`src/rtl/hilo_mult_unit.sv`:
```
// Iterative radix-2 shift-add multiply / multiply-accumulate unit owning the HI and LO registers.
// Products are formed on operand magnitudes; the sign is applied when HI:LO is updated.
module hilo_mult_unit #(
  parameter int unsigned WIDTH = 32
) (
  input  logic             Clk,
  input  logic             Rst,
  input  logic             Start,
  input  logic             Madd,
  input  logic             Msub,
  input  logic             Signed,
  input  logic [WIDTH-1:0] A,
  input  logic [WIDTH-1:0] B,
  input  logic             WriteHi,
  input  logic             WriteLo,
  input  logic [WIDTH-1:0] WriteData,
  input  logic             HiOrLo,
  output logic [WIDTH-1:0] ReadData,
  output logic [WIDTH-1:0] Hi,
  output logic [WIDTH-1:0] Lo,
  output logic             Busy,
  output logic             Done
);

  localparam int unsigned CntW = $clog2(WIDTH);

  localparam logic [1:0] StIdle   = 2'd0;
  localparam logic [1:0] StMul    = 2'd1;
  localparam logic [1:0] StCommit = 2'd2;

  localparam logic [1:0] OpMult = 2'd0;
  localparam logic [1:0] OpMadd = 2'd1;
  localparam logic [1:0] OpMsub = 2'd2;

  logic [1:0]         state_q, state_d;
  logic [1:0]         op_q, op_d;
  logic               neg_q, neg_d;
  logic [WIDTH-1:0]   mcand_q, mcand_d;
  logic [WIDTH-1:0]   mplier_q, mplier_d;
  logic [2*WIDTH-1:0] prod_q, prod_d;
  logic [CntW-1:0]    cnt_q, cnt_d;
  logic [WIDTH-1:0]   hi_q, hi_d;
  logic [WIDTH-1:0]   lo_q, lo_d;
  logic               done_q, done_d;

  logic [WIDTH-1:0]   abs_a, abs_b;
  logic [WIDTH:0]     sum;
  logic [2*WIDTH-1:0] p;
  logic [2*WIDTH-1:0] acc;

  always_comb begin
    state_d  = state_q;
    op_d     = op_q;
    neg_d    = neg_q;
    mcand_d  = mcand_q;
    mplier_d = mplier_q;
    prod_d   = prod_q;
    cnt_d    = cnt_q;
    hi_d     = hi_q;
    lo_d     = lo_q;
    done_d   = 1'b0;

    // Negating the most negative value yields the exact unsigned magnitude 2^(WIDTH-1).
    abs_a = (Signed && A[WIDTH-1]) ? -A : A;
    abs_b = (Signed && B[WIDTH-1]) ? -B : B;
    sum   = {1'b0, prod_q[2*WIDTH-1:WIDTH]} + {1'b0, (mplier_q[0] ? mcand_q : '0)};
    p     = neg_q ? -prod_q : prod_q;
    acc   = {hi_q, lo_q};

    case (state_q)
      StIdle: begin
        if (WriteHi) hi_d = WriteData;
        if (WriteLo) lo_d = WriteData;
        if (Start && !(Madd && Msub)) begin
          mcand_d  = abs_a;
          mplier_d = abs_b;
          neg_d    = (A[WIDTH-1] ^ B[WIDTH-1]) & Signed;
          op_d     = Madd ? OpMadd : (Msub ? OpMsub : OpMult);
          prod_d   = '0;
          cnt_d    = '0;
          state_d  = StMul;
        end
      end
      StMul: begin
        prod_d   = {sum, prod_q[WIDTH-1:1]};
        mplier_d = mplier_q >> 1;
        cnt_d    = cnt_q + CntW'(1);
        if (cnt_q == CntW'(WIDTH - 1)) state_d = StCommit;
      end
      StCommit: begin
        case (op_q)
          OpMadd:  {hi_d, lo_d} = acc + p;
          OpMsub:  {hi_d, lo_d} = acc - p;
          default: {hi_d, lo_d} = p;
        endcase
        done_d  = 1'b1;
        state_d = StIdle;
      end
      default: state_d = StIdle;
    endcase
  end

  always_ff @(posedge Clk or negedge Rst) begin
    if (!Rst) begin
      state_q  <= StIdle;
      op_q     <= OpMult;
      neg_q    <= 1'b0;
      mcand_q  <= '0;
      mplier_q <= '0;
      prod_q   <= '0;
      cnt_q    <= '0;
      hi_q     <= '0;
      lo_q     <= '0;
      done_q   <= 1'b0;
    end else begin
      state_q  <= state_d;
      op_q     <= op_d;
      neg_q    <= neg_d;
      mcand_q  <= mcand_d;
      mplier_q <= mplier_d;
      prod_q   <= prod_d;
      cnt_q    <= cnt_d;
      hi_q     <= hi_d;
      lo_q     <= lo_d;
      done_q   <= done_d;
    end
  end

  assign Hi       = hi_q;
  assign Lo       = lo_q;
  assign ReadData = HiOrLo ? hi_q : lo_q;
  assign Busy     = (state_q != StIdle);
  assign Done     = done_q;

endmodule

```
`config.mk`:
```
export PLATFORM = sky130hd
export DESIGN_NAME = hilo_mult_unit
export DESIGN_NICKNAME = d
export VERILOG_FILES = /design/src/rtl/hilo_mult_unit.sv
export SDC_FILE = /design/constraint.sdc
export NUM_CORES = 1
export LEC_CHECK = 0
export ABC_AREA = 1
export ABC_CLOCK_PERIOD_IN_PS = 5700
export BUFFER_PORTS_ARGS = -buffer_cell sky130_fd_sc_hd__clkbuf_2
export CAP_MARGIN = 20
export CORE_MARGIN = 4
export CORE_UTILIZATION = 39
export CTS_CLUSTER_DIAMETER = 200
export DETAILED_ROUTE_END_ITERATION = 6
export HOLD_SLACK_MARGIN = 0.05
export MAX_ROUTING_LAYER = met4
export SYNTH_ARGS = -nofsm -noshare
export SYNTH_HDL_FRONTEND = slang
export SYNTH_SLANG_ARGS = --single-unit
```
`constraint.sdc`:
```
create_clock -name Clk -period 5.7 [get_ports Clk]
set_input_delay 0.57 -clock Clk [delete_from_list [all_inputs] [get_ports Clk]]
set_output_delay 0.57 -clock Clk [all_outputs]
set_load 0.03 [all_outputs]
```
# ---- After elaboration in Yosys (flattened, before gate mapping)
# Index checks and enable logic that the tools add are counted.
dict set report totals {
  mem_count 0
  out_inout_bits 98
  ramBits 0
  in_bits 105
  mem_bits_ro 0
  latch_bits 0
  reg_bits 203
  elab_cells 65
}
dict set report classes {
  reduce_logical 14
  mux 23
  shift 0
  div 0
  n_lt_le_gt_ge 0
  add_sub_neg 7
  n_bitwise 2
  n_eq_ne 9
  n_mul 0
}
# operator n
set op_table {}
lappend op_table {{32-bit one-hot mux with 2 select lines} 5}
lappend op_table {{32-bit 2-to-1 mux} 7}
lappend op_table {{64-bit 2-to-1 mux} 2}
lappend op_table {{64-bit one-hot mux with 2 select lines} 1}
lappend op_table {{64-bit adder} 1}
lappend op_table {{32-bit negator} 2}
lappend op_table {{64-bit negator} 1}
lappend op_table {{64-bit subtractor} 1}
lappend op_table {{32-bit by 32-bit adder with 33-bit output} 1}
lappend op_table {{5-bit one-hot mux with 2 select lines} 1}
lappend op_table {{2-bit AND reduction} 5}
lappend op_table {{2-bit 2-to-1 mux} 4}
lappend op_table {{2-bit != test (second input constant)} 4}
lappend op_table {{2-bit nonzero test} 3}
lappend op_table {{5-bit by 1-bit adder with 5-bit output (second input constant)} 1}
lappend op_table {{5-bit == test (second input constant)} 1}
lappend op_table {{5-bit 2-to-1 mux} 1}
lappend op_table {{2-bit by 1-bit == test with 1-bit output (second input constant)} 2}
lappend op_table {{2-bit == test (second input constant)} 2}
lappend op_table {{1-bit logical AND} 4}
lappend op_table {{2-bit one-hot mux with 2 select lines} 1}
lappend op_table {{2-bit zero test} 1}
lappend op_table {{1-bit AND} 1}
lappend op_table {{1-bit zero test} 1}
lappend op_table {{other kinds (2)} 2}

# ---- Longest topological paths before layout
# Gate-level depths: netlist of the first run.
dict set report logic_depth {
  ltp_word 5
  ltp_mapped 29
  mapped_depth_nobuf 29
}

# ---- Worst setup path before layout of the first run
# No wires, ideal clock.
dict set report synth_timing {
  path_kind {register -> register}
  from {reg prod_q[0]}
  to {reg hi_q[31] (netlist: Hi[31])}
  setup_time_ns 0.121
  stages_incl_launch_ff 25
  path_slack_ns 2.335
  period_less_slack_ns 3.365
  arrival_ns 3.244
  required_ns 5.579
  path_buffers 1
  path_cell_list {dfrtp_1 -> inv_2 -> ha_1 -> nand3_2 -> nor2_4 -> nand2_4 -> nor2_4 -> nand3_4 -> o21ai_1 -> xor2_1 -> inv_1 -> ha_1 -> buf_2 -> nor2_1 -> nand2_1 -> nor2_1 -> nand2_1 -> nor4_1 -> nand2_1 -> nand2_1 -> nand2_1 -> nand3_1 -> nand3_1 -> nand2_1 -> a21oi_1}
}
dict set report synth_via {
  elab_chain_len 5
  word_cells_on_any_way 6
  cone_classes {3 x add/sub; 3 x mux}
}
# item line_no
set synth_rtl {}
lappend synth_rtl {{from (decl)} 40} ;# logic [2*WIDTH-1:0] prod_q, prod_d;
lappend synth_rtl {{from (signal assigned)} 121} ;# prod_q <= prod_d;
lappend synth_rtl {{64-bit negator} 67} ;# p = neg_q ? -prod_q : prod_q;
lappend synth_rtl {{64-bit 2-to-1 mux *} 67}
lappend synth_rtl {{64-bit subtractor / 64-bit adder (equally long branches)} {93, 92}}
lappend synth_rtl {{32-bit one-hot mux with 2 select lines *} 91} ;# case (op_q)
lappend synth_rtl {{32-bit one-hot mux with 2 select lines *} 70} ;# case (state_q)
lappend synth_rtl {{to (signal assigned)} 123} ;# hi_q <= hi_d;
lappend synth_rtl {{to (decl)} 42} ;# logic [WIDTH-1:0] hi_q, hi_d;
# Mark *: on every way between the ends. The rest lies on a longest branch, timed or not.
# A chain may end at the register's enable or synchronous reset.

# ---- Worst setup path after layout of the first run
dict set report layout_timing {
  from {reg prod_q[0]}
  to {reg hi_q[15] (netlist: Hi[15])}
}
# The elaborated chain is that of the path after synthesis.

==> reports/summary.txt, run 1 <==
Status: finished, violations left
Failing checks: DRC
Final Routed Wirelength: 130 mm
Async S/R FF share, synth: 1.00
Most common cell after layout, fill and taps aside: nand2_1
Final antenna-violating net count: 0
Initial antenna violation count: 2
Syn_nets: 4858
IO buf count: 202
CP endpoint kind: flop
Worst-path maximum fanout: 7
Maxcap violations: 0
Post-CTS setup buffers: 0
Vias: 30967
EDFF count, synth: 0
Post-Syn Instances: 4571
DRT Pass-1 Iters: 7
Final Hold Viols: 0
GP Congestion: 1.11
IO Count: 203
Area growth syn-to-layout: 10.5%
Top_reg_cell synth: dfrtp_1
Min Clock Period, post-route: 4950 ps
Core Footprint: 66200 um2
Vias per std cell: 5.54
Worst-path clk slew: 70 ps
Global route overflow: 0
Achievable Freq: 202 MHz
Final nets: 4983
Arrival time at the worst endpoint: 5430 ps
Clock Skew: 37.6 ps
Slew at the pin closest to its max-slew limit: 1060 ps
DRC viols: 16
Effective utilization at floorplan: 0.396
Die X: 267 um
DRT iter0 DRCs: 3388
CP peak stage delay: 550 ps
Clock root cell: clkbuf_16
Hold Buf Count CTS: 0
Kind of critical path: reg -> reg
H-tree depth: 1
Unrepaired setup endpoints after global routing: false
Average wire per standard cell: 23.2 um
Type of origin of the critical path: flop
Final worst-path cycle share: 0.869
Worst hold path type: in -> async
Cells along the critical path: inv_2 -> ha_1 -> nand3_2 -> nor2_4 -> nand2_4 -> nor2_4 -> nand3_4 -> nand2_1 -> xor2_1 -> ha_1 -> inv_1 -> a21oi_1 -> o21ai_0 -> inv_1 -> nand2_1 -> a21oi_1 -> nand2_1 -> nand2_1 -> nand3_1 -> nand3_1 -> nand3_1 -> nand2_1 -> a21oi_1
HPWL Detailed: 107 mm
Worst slew margin: 0.286
Layout Utilization: 0.438
All-layer global routing usage: 0.361
Seq/Total Area, Yosys: 0.194
Syn Area/Cell: 5.74 um2
Vias in the first global route: 28600
Row Count: 94
Cell mode on critical path: nand2_1
Yosys warning total: 0
Die area: 71400 um2
Worst skew pair latency: 610 ps
Seq cells post-synth: 203
Crit path max-delay family: simple AND/OR/NAND/NOR gates
Mapped cell area: 26200 um2
Slew Limit Fails: 0
Worst path bufs/invs: 3
Finish-stage setup viols: 0
Critical Path RT: 6180 ps
Overall die height: 267 um
Most frequent cells in the layout: nand2_1 (1215), inv_1 (772), nor2_1 (566)
First-pass GRT wire length: 186 mm
Largest net degree at the start of global routing: 114
CTS buffer count: 27
Clk buf depth: 3
Ratio of cells with drive above 1 in the final layout: 0.0810
Yosys cell types: 56
Count of cells resized by post-cts repair: 0
Fin Setup TNS: 0 ps
CTS tree: done
CTS Sinks: 203
Slowest cell on the critical path: xor2_1
Fill count: 7501
[cells in the mapped netlist, types with 9 or more instances]
cell | number | area [um2]
buf_2 | 35 | 175
o21bai_1 | 34 | 255
nor2_1 | 570 | 2140
dfrtp_1 | 203 | 5080
nor3_1 | 51 | 255
a31oi_1 | 15 | 93.8
o211ai_1 | 34 | 255
clkbuf_2 | 11 | 55.1
a22oi_1 | 19 | 143
a21oi_2 | 9 | 78.8
a21oi_1 | 336 | 1680
buf_1 | 11 | 41.3
nand4_1 | 47 | 294
xnor2_1 | 19 | 166
o221ai_1 | 23 | 201
nand3b_1 | 10 | 75.1
o22ai_1 | 44 | 275
nand3_1 | 349 | 1750
o21ai_1 | 19 | 95.1
nor2_2 | 13 | 81.3
nand2_1 | 1215 | 4560
clkbuf_1 | 75 | 282
xor2_1 | 73 | 639
mux2_2 | 13 | 146
inv_1 | 775 | 2910
ha_1 | 179 | 2240
inv_2 | 15 | 56.3
nor4_1 | 11 | 68.8
o21ai_0 | 271 | 1360
[metrics by stage]
stage / area (um2) / setup WS, ps / hold slack [ps] / cells
floorplan: 26200 / 2340 / 274 / 4571
global placement: 28000 / 1070 / 458 / 5530
detailed placement: 28000 / 1030 / 469 / 5531
CTS: 29000 / 984 / 62.5 / 5581
global route: 29000 / 509 / 86.8 / 5582
finish: 29000 / 748 / 40.5 / 5585
[cell families after synthesis]
kind of cell,after synthesis,share of synthesized area
flip-flops,203,0.194
adder cells (fa/ha/maj),182,0.0877
XOR/XNOR,94,0.0320
multiplexers,13,0.00558
AND/OR/NAND/NOR,2306,0.364
AO/OA/AOI/OAI,841,0.181
buffers and inverters,932,0.136
[registers in the layout, indices dropped and copies added (netlist names)]
| name | count |
|---|---|
| mcand_q | 32 |
| prod_q | 64 |
| op_q | 2 |
| state_q | 2 |
| Hi | 32 |
| cnt_q | 5 |
| mplier_q | 32 |
| Lo | 32 |
| neg_q | 1 |
| Done | 1 |
[layout make-up]
class / instances / area, um2 / area share
multi-input combinational: 3436 / 17600 / 0.608
clock buffer: 32 / 724 / 0.0250
clock inverter: 18 / 209 / 0.00721
inverter: 797 / 2990 / 0.103
timing repair buffer: 231 / 1260 / 0.0434
antenna: 4 / 10.0 / 0.000345
sequential: 203 / 5080 / 0.175
tap: 864 / 1080 / 0.0373
[path summary, 6_finish.rpt]
kind	start	to	slack [ps]	cells past startpoint
min	Rst	mcand_q[18]	40	1
max	prod_q[0]	Hi[15]	750	23
max in group asynchronous	Rst	Hi[11]	4480	2
max reg2reg	prod_q[0]	Hi[15]	750	23
min in group Clk	Msub	op_q[1]	180	3
min reg2reg	cnt_q[3]	cnt_q[3]	470	1
[worst reg2reg max path: stages (launching register included)]
cell and delay, ps:
dfrtp_1 420, inv_2 130, ha_1 220, nand3_2 150, nor2_4 190, nand2_4 80
nor2_4 140, nand3_4 140, nand2_1 120, xor2_1 550, ha_1 370, inv_1 130
a21oi_1 440, o21ai_0 240, inv_1 90, nand2_1 150, a21oi_1 160, nand2_1 240
nand2_1 160, nand3_1 80, nand3_1 100, nand3_1 100, nand2_1 300, a21oi_1 130
[metal layers]
metal	wire, um	up-vias	GRT usage
li1	-	14881	-
met1	53800	14233	0.470
met2	55000	1561	0.539
met3	12600	292	0.0673
met4	8440	0	0.181
met5	0	-	-
Power of run 1 is left out: the tool's default activity adds up to more than one toggle a clock period on the data nets, which glitch-free logic cannot reach.
==> inputs of run 2 (changes only) <==
--- a/config.mk
+++ b/config.mk
@@ -15,6 +15,7 @@
 export DETAILED_ROUTE_END_ITERATION = 6
 export HOLD_SLACK_MARGIN = 0.05
 export MAX_ROUTING_LAYER = met4
+export REMOVE_ABC_BUFFERS = 1
 export SYNTH_ARGS = -nofsm -noshare
 export SYNTH_HDL_FRONTEND = slang
 export SYNTH_SLANG_ARGS = --single-unit
==> reports/summary.txt, run 2 (synthesis gave the netlist of run 1 again) <==
CTS Sinks: 203 (unchanged)
Hold Path Cell Cnt: 3
FF+latch area: 5080 um2 (unchanged)
Biggest register: prod_q (unchanged)
Clock Skew: 37.2 ps (was 37.6 ps)
Slew at the pin closest to its max-slew limit: 1170 ps (was 1060 ps)
HPWL Detailed: 107 mm (about the same)
Initial antenna violation count: 1 (was 2)
Status: finished, violations left (unchanged)
Largest net degree at the start of global routing: 136 (was 114)
Unrepaired setup endpoints after global routing: false (unchanged)
Slew Limit Fails: 0 (unchanged)
Core Footprint: 66200 um2 (unchanged)
Area growth syn-to-layout: 11.0% (was 10.5%)
Worst skew pair latency: 600 ps (was 610 ps)
Most frequent cells in the layout: nand2_1 (1215), inv_1 (772), nor2_1 (566) (unchanged)
GP Congestion: 1.04 (was 1.11)
Final worst-path cycle share: 0.895 (was 0.869)
Worst-path maximum fanout: 9 (was 7)
Worst slew margin: 0.211 (was 0.286)
CP endpoint kind: flop (unchanged)
Row Count: 94 (unchanged)
CTS buffer count: 28 (was 27)
DRT Pass-1 Iters: 7 (unchanged)
DRC viols: 1 (was 16)
Placement-stage cell area: 28100 um2 (was 28000 um2)
Global route overflow: 0 (unchanged)
Slowest cell on the critical path: ha_1 (was xor2_1)
Finish-stage setup viols: 0 (unchanged)
Count of cells resized by post-cts repair: 0 (unchanged)
Final Hold Viols: 0 (unchanged)
Reg2Reg Depth: 21 (was 23)
R2R Setup Slk: 600 ps (was 750 ps)
Kind of critical path: reg -> reg (unchanged)
IO Count: 203 (unchanged)
Critical Path RT: 6170 ps (was 6180 ps)
Die X: 267 um (unchanged)
Min Clock Period, post-route: 5100 ps (was 4950 ps)
Average wire per standard cell: 23.1 um (was 23.2 um)
Maxcap violations: 0 (unchanged)
Multi-input gate area in the final layout: 17600 um2 (unchanged)
DRT iter0 DRCs: 2780 (was 3388)
IO buf count: 202 (unchanged)
Final Routed Wirelength: 129 mm (was 130 mm)
H-tree depth: 1 (unchanged)
Vias per std cell: 5.48 (was 5.54)
Final antenna-violating net count: 0 (unchanged)
Clock root cell: clkbuf_16 (unchanged)
Ant. Diodes: 0 (was 4)
Type of origin of the critical path: flop (unchanged)
Vias: 30637 (was 30967)
First-pass GRT wire length: 186 mm (about the same)
CTS tree: done (unchanged)
Fill count: 7394 (was 7501)
Failing checks: DRC (unchanged)
Arrival time at the worst endpoint: 5570 ps (was 5430 ps)
Largest register FFs: 64 (unchanged)
Die area: 71400 um2 (unchanged)
CP peak stage delay: 540 ps (was 550 ps)
All-layer global routing usage: 0.362 (was 0.361)
Design Area, Final: 29100 um2 (was 29000 um2)
Fin Setup TNS: 0 ps (unchanged)
Worst-path clk slew: 70 ps (about the same)
Achievable Freq: 196 MHz (was 202 MHz)
Final nets: 4988 (was 4983)
Most common cell after layout, fill and taps aside: nand2_1 (unchanged)
Worst hold path type: in -> reg (was in -> async)
Clk buf depth: 3 (unchanged)
Ratio of cells with drive above 1 in the final layout: 0.0820 (was 0.0810)
Vias in the first global route: 29091 (was 28600)
Effective utilization at floorplan: 0.396 (unchanged)
Cell mode on critical path: nand2_1 (unchanged)
Overall die height: 267 um (unchanged)
Cells along the critical path: nor2_1 -> nand3_1 -> nor2_1 -> nand2_1 -> o21ai_1 -> xor2_1 -> inv_1 -> ha_1 -> nand2_1 -> nor2_1 -> inv_1 -> nor2_1 -> nand2_1 -> nor3_1 -> nand2_1 -> nand2_1 -> nand2_1 -> nand3_1 -> nand3_1 -> nand2_1 -> a21oi_1 (was inv_2 -> ha_1 -> nand3_2 -> nor2_4 -> nand2_4 -> nor2_4 -> nand3_4 -> nand2_1 -> xor2_1 -> ha_1 -> inv_1 -> a21oi_1 -> o21ai_0 -> inv_1 -> nand2_1 -> a21oi_1 -> nand2_1 -> nand2_1 -> nand3_1 -> nand3_1 -> nand3_1 -> nand2_1 -> a21oi_1)
-- run 2: repair_timing --
item                                   4_1_cts  5_1_grt
hold buffers                                 1        0
endpoints found under the hold margin       68        0
setup buffers                                0        0
-- run 2: path summary, 6_finish.rpt --
check,start,to
setup / recovery,prod_q[32],Hi[23]
hold / removal,Msub,op_q[1]
setup reg to reg,prod_q[32],Hi[23]
hold reg to reg,mcand_q[29],mcand_q[29]
max in group asynchronous,Rst,Hi[2]
min in group asynchronous,Rst,mcand_q[21]
-- run 2: through the flow --
step	setup slack [ps]	hold slack, ps	util	instances
after global routing	295	246	0.439	5586
after floorplan	792	274	-	4436
after global placement	568	457	0.424	5534
final	599	225	0.439	5586
after detailed placement	731	468	0.424	5534
after CTS	706	206	0.439	5586
-- run 2: final cells by class --
class	instances	share of cell area
clock buffers	33	0.0261
flip-flops and latches	203	0.175
well taps	864	0.0372
multi-input cells	3436	0.606
clock inverters	18	0.00920
repair buffers	235	0.0446
inverters	797	0.103
-- run 2: per-layer routing --
layer / share of wire / wire, um / track usage
met1: 0.43 / 54900 / 0.469
met2: 0.43 / 55700 / 0.550
met3: 0.074 / 9590 / 0.0529
met4: 0.067 / 8600 / 0.191
met5: 0 / 0 / -
-- run 2: critical path: cells and delay by family (launching register included) --
kind / cells / cell delay [ps]
AO/OA/AOI/OAI: 2 / 350
XOR/XNOR: 1 / 340
adder cells (fa/ha/maj): 1 / 540
buffers and inverters: 2 / 170
flip-flops: 1 / 450
AND/OR/NAND/NOR: 15 / 3140
Power of run 2 is left out for the same reason.
